===== src/rtl/alu_issue_arbiter.sv =====
// Age-ordered two-port arbiter that feeds one ALU from a single-entry buffer.
// Drops uops younger than a backend redirect and counts two-requester collisions.
module alu_issue_arbiter #(
  parameter int unsigned XLEN      = 64,
  parameter int unsigned ROB_IDX_W = 5,
  parameter int unsigned FUOP_W    = 7,
  parameter int unsigned CNT_W     = 16
) (
  input  logic                 clock,
  input  logic                 reset,
  input  logic                 req0_valid,
  output logic                 req0_ready,
  input  logic [XLEN-1:0]      req0_src0,
  input  logic [XLEN-1:0]      req0_src1,
  input  logic [FUOP_W-1:0]    req0_fuOpType,
  input  logic                 req0_robIdx_flag,
  input  logic [ROB_IDX_W-1:0] req0_robIdx_value,
  input  logic                 req1_valid,
  output logic                 req1_ready,
  input  logic [XLEN-1:0]      req1_src0,
  input  logic [XLEN-1:0]      req1_src1,
  input  logic [FUOP_W-1:0]    req1_fuOpType,
  input  logic                 req1_robIdx_flag,
  input  logic [ROB_IDX_W-1:0] req1_robIdx_value,
  input  logic                 redirect_valid,
  input  logic                 redirect_robIdx_flag,
  input  logic [ROB_IDX_W-1:0] redirect_robIdx_value,
  output logic                 alu_valid,
  input  logic                 alu_ready,
  output logic [XLEN-1:0]      alu_src0,
  output logic [XLEN-1:0]      alu_src1,
  output logic [FUOP_W-1:0]    alu_fuOpType,
  output logic                 alu_robIdx_flag,
  output logic [ROB_IDX_W-1:0] alu_robIdx_value,
  output logic                 alu_src_port,
  output logic [CNT_W-1:0]     conflict_cnt
);

  localparam logic [CNT_W-1:0] CNT_MAX = '1;

  // True when ROB entry a is younger than ROB entry b (flag toggles on wrap).
  function automatic logic is_after(input logic                 a_flag,
                                    input logic [ROB_IDX_W-1:0] a_value,
                                    input logic                 b_flag,
                                    input logic [ROB_IDX_W-1:0] b_value);
    return (a_flag ^ b_flag) ^ (a_value > b_value);
  endfunction

  logic                 r_buf_valid;
  logic [XLEN-1:0]      r_src0;
  logic [XLEN-1:0]      r_src1;
  logic [FUOP_W-1:0]    r_fuop;
  logic                 r_flag;
  logic [ROB_IDX_W-1:0] r_value;
  logic                 r_port;
  logic [CNT_W-1:0]     r_cnt;

  logic                 w_req0_younger;
  logic                 w_grant0;
  logic                 w_grant1;
  logic                 w_space;
  logic                 w_fire;
  logic [XLEN-1:0]      w_sel_src0;
  logic [XLEN-1:0]      w_sel_src1;
  logic [FUOP_W-1:0]    w_sel_fuop;
  logic                 w_sel_flag;
  logic [ROB_IDX_W-1:0] w_sel_value;
  logic                 w_kill_in;
  logic                 w_kill_buf;

  assign w_req0_younger = is_after(req0_robIdx_flag, req0_robIdx_value,
                                   req1_robIdx_flag, req1_robIdx_value);
  assign w_grant1 = req1_valid & (~req0_valid | w_req0_younger);
  assign w_grant0 = req0_valid & ~w_grant1;
  assign w_space  = ~r_buf_valid | alu_ready;

  // Ready ignores redirect: a killed arrival still handshakes and is dropped.
  assign req0_ready = w_grant0 & w_space & ~reset;
  assign req1_ready = w_grant1 & w_space & ~reset;
  assign w_fire     = req0_ready | req1_ready;

  always_comb begin
    w_sel_src0  = req0_src0;
    w_sel_src1  = req0_src1;
    w_sel_fuop  = req0_fuOpType;
    w_sel_flag  = req0_robIdx_flag;
    w_sel_value = req0_robIdx_value;
    if (w_grant1) begin
      w_sel_src0  = req1_src0;
      w_sel_src1  = req1_src1;
      w_sel_fuop  = req1_fuOpType;
      w_sel_flag  = req1_robIdx_flag;
      w_sel_value = req1_robIdx_value;
    end
  end

  assign w_kill_in  = redirect_valid & is_after(w_sel_flag, w_sel_value,
                                                redirect_robIdx_flag, redirect_robIdx_value);
  assign w_kill_buf = redirect_valid & is_after(r_flag, r_value,
                                                redirect_robIdx_flag, redirect_robIdx_value);

  // A buffered uop being flushed this cycle is hidden from the ALU immediately.
  assign alu_valid = r_buf_valid & ~w_kill_buf;

  always_ff @(posedge clock) begin
    if (reset) begin
      r_buf_valid <= 1'b0;
      r_src0      <= '0;
      r_src1      <= '0;
      r_fuop      <= '0;
      r_flag      <= 1'b0;
      r_value     <= '0;
      r_port      <= 1'b0;
    end else if (w_fire) begin
      r_buf_valid <= ~w_kill_in;
      r_src0      <= w_sel_src0;
      r_src1      <= w_sel_src1;
      r_fuop      <= w_sel_fuop;
      r_flag      <= w_sel_flag;
      r_value     <= w_sel_value;
      r_port      <= w_grant1;
    end else if (r_buf_valid & (alu_ready | w_kill_buf)) begin
      r_buf_valid <= 1'b0;
    end
  end

  // Saturating collision counter.
  always_ff @(posedge clock) begin
    if (reset) begin
      r_cnt <= '0;
    end else if (req0_valid & req1_valid & (r_cnt != CNT_MAX)) begin
      r_cnt <= r_cnt + CNT_W'(1);
    end
  end

  assign alu_src0         = r_src0;
  assign alu_src1         = r_src1;
  assign alu_fuOpType     = r_fuop;
  assign alu_robIdx_flag  = r_flag;
  assign alu_robIdx_value = r_value;
  assign alu_src_port     = r_port;
  assign conflict_cnt     = r_cnt;

endmodule

===== config.mk =====
export PLATFORM = sky130hd
export DESIGN_NAME = alu_issue_arbiter
export DESIGN_NICKNAME = d
export VERILOG_FILES = /design/src/rtl/alu_issue_arbiter.sv
export SDC_FILE = /design/constraint.sdc
export NUM_CORES = 1
export LEC_CHECK = 0
export CAP_MARGIN = 20
export CORE_AREA = 2 2 175 177
export CTS_CLUSTER_SIZE = 14
export DETAILED_ROUTE_END_ITERATION = 7
export DIE_AREA = 0 0 177 179
export GPL_TIMING_DRIVEN = 0
export PLACE_DENSITY_LB_ADDON = 0.12
export SLEW_MARGIN = 20
export SYNTH_ARGS = -nofsm -noshare
export SYNTH_HDL_FRONTEND = slang
export SYNTH_SLANG_ARGS = --single-unit

===== constraint.sdc =====
create_clock -name clock -period 4.5 [get_ports clock]
set_input_delay 1.125 -clock clock [delete_from_list [all_inputs] [get_ports clock]]
set_output_delay 1.125 -clock clock [all_outputs]
set_load 0.05 [all_outputs]

==> impl_metrics.tcl, run 1 <==
set metrics [dict create \
    status "completed" \
    synth_compound_area_share_pct 24.71 \
    hold_start "conflict_cnt[8]" \
    cts_tree "yes" \
    cap_viol_max_count 0 \
    postCtsHoldBufs 0 \
    clock_skew_ns 0.01787 \
    r2r_setup_slack_ns 2.11 \
    drv_slew 0 \
    grt_usage_pct 20.68 \
    p_int_mw 2.907 \
    cts_max_path_buffers 2 \
    final_common_cell "clkdlybuf4s50_1" \
    multi_input_area_sq_um 3621 \
    yosys.area_share.xor_xnor_pct 2.197 \
    grt_pass1_vias 8571 \
    ios 455 \
    ir_drop_uv 189.8 \
    dpl_cell_area_sq_um 12240 \
    path_max_fanout 2 \
    rows 64 \
    antenna_found_initial 8 \
    grt_busiest_layer "met2" \
    slew_headroom_pct 35.14 \
    synth-main-ff-cell "dfxtp_1" \
    synth_fa_ha_area_share_pct 2.790 \
    critPathLaunchType "input port" \
    ys_seq_elements 159 \
    fin_setup_tns_ns 0 \
    hold_viol 0 \
    fillers 3132 \
    combPwrFrac_pct 32.3 \
    tritoncts_num_sinks 159 \
    rsz0062_at_grt "false" \
    syn_inst 945 \
    start_util_pct 23.90 \
    wl_per_cell_microns 18.57 \
    first_pass_iters 5 \
    arrival_ns 3.25 \
    drc 0 \
    mostFrequentLayoutCells "443 x clkdlybuf4s50_1, 289 x nand2_1, 159 x dfxtp_1, 146 x o21ai_0, 139 x a31oi_1" \
    clk_latency_ns 0.44 \
    met2_usage_pct 35.20 \
    r2r_start "r_buf_valid" \
    vias_per_cell 4.770 \
    synth_area_per_cell_sq_um 7.593 \
    synth_edf_count 0 \
    h-tree-depth 4 \
    finalSetupViolations 0 \
    grt.met3_usage_pct 7.209 \
    io_buffers 454 \
    syn_nets 1255 \
    syn_to_final_growth_pct 80.09 \
    final_cell_area_sq_um 12920 \
    clock_tree.root_cell "clkbuf_16" \
    core_sq_um 30030 \
    power.leakage_nw 4.997 \
    ant_nets 0 \
    fin_crit_sh_pct 97.20 \
    swShare_pct 35.56 \
    clkPwrFrac_pct 32.5 \
    timing.hold.ws_ns 0.5310 \
    vias 8744 \
    dp_hpwl_microns 25710 \
    fmax_mhz 228.6 \
    async_flop_share_pct 0 \
    tightest_slew_ns 0.9729 \
    synthMuxAreaShare_pct 0.2790 \
    die-area_sq_um 31680 \
    path_class "in -> out" \
    yosys.area_share.simple_pct 19.44 \
    period_minus_slack_ns 4.374 \
    cp-end-kind "primary output" \
    r2r_cells 6 \
    fp.dieW_microns 177 \
    synth_top_family_by_area "compound AO/OA/AOI/OAI gates" \
    required_ns 3.38 \
    endpoint "alu_valid" \
    die_h_microns 179 \
    seqPwrFrac_pct 35.1 \
    cts_buffers 17 \
    layout-drive-gt1-share_pct 5.513 \
    drtIter0Drc 364 \
    netlist_area_sq_um 7176 \
    startpoint "redirect_robIdx_value[2]" \
    timing.rr.end "alu_src1[58]" \
    nNetsFinal 1730 \
    grt_pass1_wl_microns 49840 \
    pwr_density_cell_nw_per_um2 349.1 \
    use_met1_pct 24.49 \
    path_clk_slew_ns 0.07 \
    utilization_pct 43.03 \
    min_path_type "reg -> reg" \
    overflow 0 \
    seqCellArea_sq_um 3183 \
    postRouteWirelength_microns 34050 \
    p_sw_mw 1.604 \
    gp_congestion 0.8007 \
    yosysUniqueCellTypes 38 \
    synth-seq-area-share_pct 44.36 \
    grt_max_degree 17 \
    synth_warnings 0 \
]
## layout make-up
cell class / instances / area share (%)
clock inverters: 12 / 0.9682
diodes: 4 / 0.07746
inverters: 14 / 0.4067
repair buffers: 457 / 35.48
clock buffers: 20 / 3.457
flip-flops and latches: 159 / 24.63
plain buffers: 78 / 3.127
well taps: 396 / 3.834
multi-input cells: 693 / 28.02
## per-stage QoR
| step | power, mW | instances | setup slack (ns) |
|---|---|---|---|
| floorplan | 2.401 | 945 | 0.1548 |
| global placement | 3.069 | 1795 | -1.105 |
| detailed placement | 3.070 | 1795 | -1.121 |
| CTS | 4.559 | 1827 | -0.04928 |
| global route | 4.716 | 1831 | 0.03152 |
| finish | 4.511 | 1833 | 0.1259 |
## synthesized netlist by cell type, drive strengths merged, types with 2 or more instances
master	count	area, sq um
nand2	290	1089
dfxtp	159	3183
o21ai	147	735.7
a31oi	139	869.6
clkbuf	49	183.9
buf	30	210.2
nor2	21	78.83
ha	16	200.2
inv	14	52.55
a21oi	10	53.80
xor2	10	87.58
nand3	8	40.04
xnor2	8	70.07
and3	7	43.79
nand4	6	37.54
a211oi	4	35.03
and4	3	28.78
nand2b	3	18.77
nor3	3	15.01
mux2i	2	20.02
nor2b	2	12.51
nor4	2	12.51
o221a	2	22.52
or3	2	12.51
## per-layer routing
| layer | share of wire (%) | vias to the layer above | wire length, microns |
|---|---|---|---|
| li1 | - | 4253 | - |
| met1 | 41 | 4135 | 13920 |
| met2 | 49 | 309 | 16600 |
| met3 | 8.5 | 37 | 2884 |
| met4 | 1.7 | 10 | 582 |
| met5 | 0.19 | - | 66 |
## worst min path at each step
stage | to | slack (ns) | cells after the start
floorplan | alu_src_port | 0.57 | 3
global placement | conflict_cnt[8] | 0.51 | 2
detailed placement | conflict_cnt[8] | 0.52 | 2
CTS | conflict_cnt[8] | 0.53 | 2
global route | alu_src0[25] | 0.57 | 2
finish | conflict_cnt[8] | 0.53 | 2
## logic make-up (layout without fill, tap and decap cells)
group,after synthesis,in the layout
simple gates,348,348
buf+inv,93,581
fa+ha+maj,16,16
other cells,0,4
flops,159,159
compound gates,309,309
xor+xnor,18,18
mux,2,2
## sequential cells by signal, summed over array words and instances (netlist names)
name              count
r_buf_valid           1
alu_src0             64
conflict_cnt         16
alu_robIdx_flag       1
alu_robIdx_value      5
alu_src1             64
alu_fuOpType          7
alu_src_port          1
## critical path, stage by stage
cell             delay (ns)
clkdlybuf4s50_1        0.45
inv_1                  0.07
ha_1                   0.31
o21ai_0                0.16
a21oi_1                0.06
o31ai_1                0.36
xnor2_1                0.16
a21boi_0               0.24
buf_2                  0.32
## power by group through the flow
stage               Clock (mW)  Sequential (mW)  Combinational, mW
CTS                       1.50             1.58               1.47
detailed placement           0             1.61               1.46
finish                    1.47             1.59               1.46
floorplan                    0             2.01              0.389
global route              1.56             1.60               1.56
global placement             0             1.61               1.46
## timing repair
| action | 4_1_cts | 5_1_grt |
|---|---|---|
| setup buffers | 1 | 2 |
| pin swaps | 4 | 6 |
| endpoints found under the setup margin | 4 | 4 |
| gates resized for setup | 27 | 16 |
(Power assumes the default switching activity.)
==> inputs of run 2 (changes only) <==
CORE_AREA = 2 2 174 176   (was 2 2 175 177)
DIE_AREA = 0 0 176 178   (was 0 0 177 179)
clock period = 3.7 ns   (was 4.5 ns; I/O delays follow)
==> impl_metrics.tcl, run 2 (synthesis results as in run 1) <==
set metrics [dict create \
    tightest_slew_ns 0.8370 \
    cts_max_path_buffers 2 \
    final_common_cell "clkdlybuf4s50_1" \
    path_max_fanout 6 \
    gp_congestion 0.7939 \
    cap_viol_max_count 0 \
    syn_to_final_growth_pct 82.74 \
    placed_cells 1789 \
    tritoncts_num_sinks 159 \
    ant_nets 0 \
    grt_pass1_vias 8641 \
    overflow 0 \
    path_clk_slew_ns 0.07 \
    period_minus_slack_ns 3.686 \
    dp_hpwl_microns 25970 \
    path_class "in -> out" \
    rows 63 \
    clock_tree.root_cell "clkbuf_16" \
    grt_max_degree 17 \
    status "completed" \
    postRouteWirelength_microns 34350 \
    fmax_mhz 271.3 \
    die_h_microns 178 \
    ir_drop_uv 262.1 \
    vias 8564 \
    vias_per_cell 4.680 \
    clk_latency_ns 0.43 \
    first_pass_iters 5 \
    core_sq_um 29400 \
    slew_headroom_pct 44.20 \
    wl_per_cell_microns 18.77 \
    critPathLaunchType "input port" \
    ios 455 \
    clock_skew_ns 0.01516 \
    grt_pass1_wl_microns 50330 \
    h-tree-depth 4 \
    die-area_sq_um 31330 \
    layout-drive-gt1-share_pct 8.061 \
    rsz0062_at_grt "true" \
    io_buffers 454 \
    drv_slew 0 \
    drtIter0Drc 389 \
    min_path_type "reg -> reg" \
    mostFrequentLayoutCells "435 x clkdlybuf4s50_1, 285 x nand2_1, 159 x dfxtp_1, 145 x o21ai_0, 139 x a31oi_1" \
    fp.dieW_microns 176 \
    hold_viol 0 \
    arrival_ns 2.76 \
    finalSetupViolations 0 \
    fin_crit_sh_pct 99.62 \
    instances_no_fill 1830 \
    cp-end-kind "primary output" \
    antenna_found_initial 1 \
    power.leakage_nw 5.046 \
    postCtsHoldBufs 0 \
    cts_buffers 17 \
    nNetsFinal 1736 \
    start_util_pct 24.41 \
    grt_usage_pct 21.10 \
    pre_cts_ws_ns -1.368 \
    required_ns 2.77 \
    pwr_density_cell_nw_per_um2 426.4 \
    cts_tree "yes" \
    drc 0 \
    utilization_pct 44.60 \
    fin_ws_ns 0.01390 \
]
==> run 2: cell count changes in the layout (fill, tap and decap cells not counted), moves of 4 or more <==
cell / before / now
ha_1: 13 / 7
inv_4: 0 / 4
buf_4: 5 / 13
inv_1: 12 / 6
nand2_1: 289 / 285
ha_4: 3 / 8
clkdlybuf4s50_1: 443 / 435
buf_8: 0 / 4
==> run 2: final timing paths <==
kind,start,endpoint,slack (ns),cells past startpoint
min,conflict_cnt[8],conflict_cnt[8],0.54,2
max reg2reg,r_buf_valid,alu_src0[0],1.37,6
min reg2reg,conflict_cnt[8],conflict_cnt[8],0.54,2
max,req0_robIdx_value[2],req0_ready,0.01,9
==> run 2: worst max-delay path, stage by stage <==
cell and delay [ns]:
buf_8 0.10, ha_4 0.24, a211oi_4 0.30, nor2_2 0.07, o311a_1 0.39, and2_4 0.19, buf_12 0.13, nor4_4 0.22
buf_6 0.20
==> run 2: metal layers <==
layer / global-route usage (%) / vias to the layer above / wire, microns
li1: - / 4264 / -
met1: 24.45 / 3951 / 14050
met2: 37.12 / 310 / 16820
met3: 6.905 / 39 / 2740
met4: 6.129 / 0 / 746
met5: 0 / - / 0
==> run 2: final cells by class <==
| cell class | instances | area [sq um] |
|---|---|---|
| Fill cell | 3000 | 16290 |
| Timing Repair Buffer | 463 | 4639 |
| Multi-Input combinational cell | 693 | 3732 |
| Sequential cell | 159 | 3183 |
| Tap cell | 390 | 488.0 |
| Clock buffer | 20 | 446.7 |
| Buffer | 78 | 406.6 |
| Clock inverter | 12 | 151.4 |
| Inverter | 14 | 62.56 |
| Antenna cell | 1 | 2.502 |
==> run 2: through the flow <==
stage / area [sq um] / hold WS [ns] / total power, mW / setup TNS (ns)
floorplan: 7251 / 0.5718 / 2.927 / -0.1469
global placement: 12280 / 0.5102 / 3.741 / -4.092
detailed placement: 12280 / 0.5223 / 3.741 / -4.121
CTS: 12990 / 0.5355 / 5.630 / -0.03137
global route: 13110 / 0.5546 / 5.826 / -0.04454
finish: 13110 / 0.5365 / 5.591 / 0
==> run 2: timing repair <==
| action | 4_1_cts | 5_1_grt |
|---|---|---|
| endpoints found under the setup margin | 4 | 4 |
| resized for setup | 83 | 28 |
| pin swaps | 14 | 17 |
| setup buffers | 6 | 3 |
==> run 2: power by group <==
part	internal (mW)	leakage [nW]	total, mW	switching, mW
clock	1.03	0.289	1.85	0.817
combinational	0.741	3.44	1.81	1.07
sequential	1.85	1.31	1.93	0.0761
==> patch 1 (flow settings as in run 2) <==
`CNT_W`: 16 -> 12.
--- a/src/rtl/alu_issue_arbiter.sv
+++ b/src/rtl/alu_issue_arbiter.sv
@@ -5,5 +5,5 @@
   parameter int unsigned ROB_IDX_W = 5,
   parameter int unsigned FUOP_W    = 7,
-  parameter int unsigned CNT_W     = 16
+  parameter int unsigned CNT_W     = 12
 ) (
   input  logic                 clock,
Interface: changed (resized conflict_cnt); port bits go from 455 to 451. No check against the original RTL was run, so the function may have changed too.
==> patch 1 against run 2 <==
  * Hold slack worse by 0.0091 ns
  * Synthesized cell count is 2.5% lower
  * Sequential cell count is 4 lower
  * Worst setup slack better by 0.074 ns
  * Wire length is 0.96% lower
  * Cell area is 2.2% lower
  * Total power is 1.4% lower
  * Area after synthesis is 2.8% lower
==> patch 1: results (changes against run 2) <==
top post-synthesis cells by count=nand2_1 (293), dfxtp_1 (155), o21ai_0 (147) (was nand2_1 (290), dfxtp_1 (159), o21ai_0 (147)); Setup WS pre-CTS=-1.295 ns (was -1.368 ns); dpl hpwl=25,820 um (was 25,970 um); share of layout cells above drive strength 1=0.07972 (was 0.08061); worst r2r path cells=5 (was 6); Leak Pwr=4.914 nW (was 5.046 nW); Net Count, Synth=1,231 (was 1,255); reg-to-reg setup timing slack=1.34 ns (was 1.37 ns); port bufs=449 (was 454); Pre-antenna DRT Iters=4 (was 5); dpl cells=1,760 (was 1,789); Vias per Instance=4.719 (was 4.680); clk_skew=0.01372 ns (was 0.01516 ns); outcome=complete, no violations (unchanged); register area share after synthesis=0.4448 (was 0.4436); Post-CTS Resized=85 (was 83); Sequential Power=1.89 mW (was 1.93 mW); vias in the first global route=8,246 (was 8,641); synth unique cells=39 (was 38); area of the multi-input gates=0.003615 sq mm (was 0.003732 sq mm); Worst Hold End=alu_src_port (was conflict_cnt[8]); total routed wirelength=34,020 um (was 34,350 um); clock-cell share of area=0.04634 (was 0.04561); Final non-clock buffer share=0.3862 (was 0.3848); Diodes inserted=4 (was 1); met3 Use GR=0.06202 (was 0.06905); hold path start=alu_src_port (was conflict_cnt[8]); Max-slew headroom=0.4828 (was 0.4420); seq_cells=155 (was 159); Cell Area, Synth=0.006977 sq mm (was 0.007176 sq mm); routing usage on met1=0.2447 (was 0.2445); # nets final=1,702 (was 1,736); worst-case vdd ir drop=238.0 uV (was 262.1 uV)
[patch 1: cell types whose count changed after synthesis, moves of 2 or more]
cell,before,now
and3_1,7,2
dfxtp_1,159,155
buf_2,18,21
clkbuf_1,49,46
nor2_1,21,15
nand2_1,290,293
nand3_1,8,2
nor4_1,2,0
xor2_1,10,7
[patch 1: logic make-up after synthesis]
logic type | after synthesis | share of synthesized area
compound gates | 308 | 0.2527
xor+xnor | 14 | 0.01758
fa+ha+maj | 16 | 0.02869
buf+inv | 93 | 0.06403
flops | 155 | 0.4448
mux | 2 | 0.002870
simple gates | 333 | 0.1894
[patch 1: per-stage QoR]
stage | cell area, sq um | hold slack, ns
finish | 12830 | 0.5274
detailed placement | 12030 | 0.5155
global route | 12830 | 0.5512
CTS | 12740 | 0.5325
floorplan | 7048 | 0.5718
global placement | 12030 | 0.5089
[patch 1: metal layers]
metal / part of all wire / wire length (um)
met5: 0 / 0
met4: 0.018 / 611
met3: 0.077 / 2627
met2: 0.50 / 16920
met1: 0.41 / 13860
==> patch 2 (settings of run 2) <==
Without the edit above. Reset style: asynchronous (`reset`), changed in 2 clocked blocks.
--- a/src/rtl/alu_issue_arbiter.sv
+++ b/src/rtl/alu_issue_arbiter.sv
@@ -103,5 +103,5 @@
   assign alu_valid = r_buf_valid & ~w_kill_buf;
 
-  always_ff @(posedge clock) begin
+  always_ff @(posedge clock or posedge reset) begin
     if (reset) begin
       r_buf_valid <= 1'b0;
@@ -126,5 +126,5 @@
 
   // Saturating collision counter.
-  always_ff @(posedge clock) begin
+  always_ff @(posedge clock or posedge reset) begin
     if (reset) begin
       r_cnt <= '0;
Function: differs if reset is asserted again (counterexample within 4 cycles, from zero or initial values and one cycle with reset high); with reset held inactive, the same outputs for 10 cycles.
==> patch 2 against run 2 <==
  * Cell area up 3.8%
  * Sequential cell count unchanged
  * Area after synthesis up 7.6%
  * Wire length is 3.7% lower
  * Fmax rose by 1.9%
  * Worst setup slack improved by 0.070 ns
  * Sequential share of layout area increased by 5.0 points
  * Die area is the same
  * Highest routed layer is now met5
Power is not compared: it rests on default switching activity, and its combinational part moved more than twofold at a synthesized area within 25%.
==> patch 2: results (changes against run 2) <==
vias in the first global route=8,259 (was 8,641); DR WL met2=16,540 um (was 16,820 um); met3 Use GR=0.07033 (was 0.06905); Post-CTS Resized=48 (was 83); share of layout cells above drive strength 1=0.08040 (was 0.08061); inverters=16 (was 14); clock-cell share of area=0.04145 (was 0.04561); Max-slew headroom=0.4481 (was 0.4420); Pre-antenna DRT Iters=4 (was 5); met3 WL=2847 um (was 2740 um); Vias per Instance=4.553 (was 4.680); outcome=complete, no violations (unchanged); CP max stage cell=o311a_4 (was o311a_1); fraction of area in multi-input gates=0.2518 (was 0.2846); Cell Area, Placed=0.01289 sq mm (was 0.01228 sq mm); Worst Setup SP=req0_robIdx_value[1] (was req0_robIdx_value[2]); Net Count, Synth=1,208 (was 1,255); initial antenna violation count=4 (was 1); CP max FO=4 (was 6); Routed WL per cell=18.54 um (was 18.77 um); largest net degree at the start of global routing=31 (was 17); drt initial violations=369 (was 389); Area Overhead vs Synth=76.32% (was 82.74%); clk_skew=0.009156 ns (was 0.01516 ns); number of buffers added for setup after CTS=4 (was 6); adder-cell area share of the yosys netlist=0.02593 (was 0.02790); Multi-In Gates=662 (was 693); met2 GRT Util=0.3652 (was 0.3712); total routed wirelength=33,080 um (was 34,350 um); Async SR Flop Fraction=1.000 (was 0); hold path start=alu_src_port (was conflict_cnt[8]); All-Layer GR Usage=0.2061 (was 0.2110); top post-synthesis cells by count=nand2_1 (280), dfrtp_1 (159), nor2_1 (147) (was nand2_1 (290), dfxtp_1 (159), o21ai_0 (147)); Buffers, non-clock=525 (was 541)
==> patch 2: cell types whose count changed after synthesis, moves of 4 or more <==
cell             run 2  this run
clkbuf_1            49        30
buf_6                9        18
xor2_1              10         5
nand2_1            290       280
nor2_1              21       147
mux2_2               0         7
xnor2_1              8        14
buf_2               18        13
a31oi_1            139       135
dfrtp_1              0       159
o21ai_0            147         5
dfxtp_1            159         0
==> patch 2: power by group through the flow <==
stage	Combinational (mW)	Clock, mW	Sequential, mW
floorplan	0.880	0	4.11
CTS	4.20	1.83	2.49
global route	4.40	1.89	2.56
global placement	4.15	0	2.50
detailed placement	4.16	0	2.52
finish	4.16	1.76	2.49
==> patch 2: final timing paths <==
check / end / slack [ns] / cells after the start
setup / recovery: req0_ready / 0.08 / 9
hold / removal: alu_src_port / 0.48 / 1
setup reg to reg: alu_src0[47] / 1.18 / 6
hold reg to reg: alu_src_port / 0.48 / 1
max in group asynchronous: alu_src0[37] / 1.90 / 5
min in group asynchronous: alu_src0[52] / 0.92 / 2
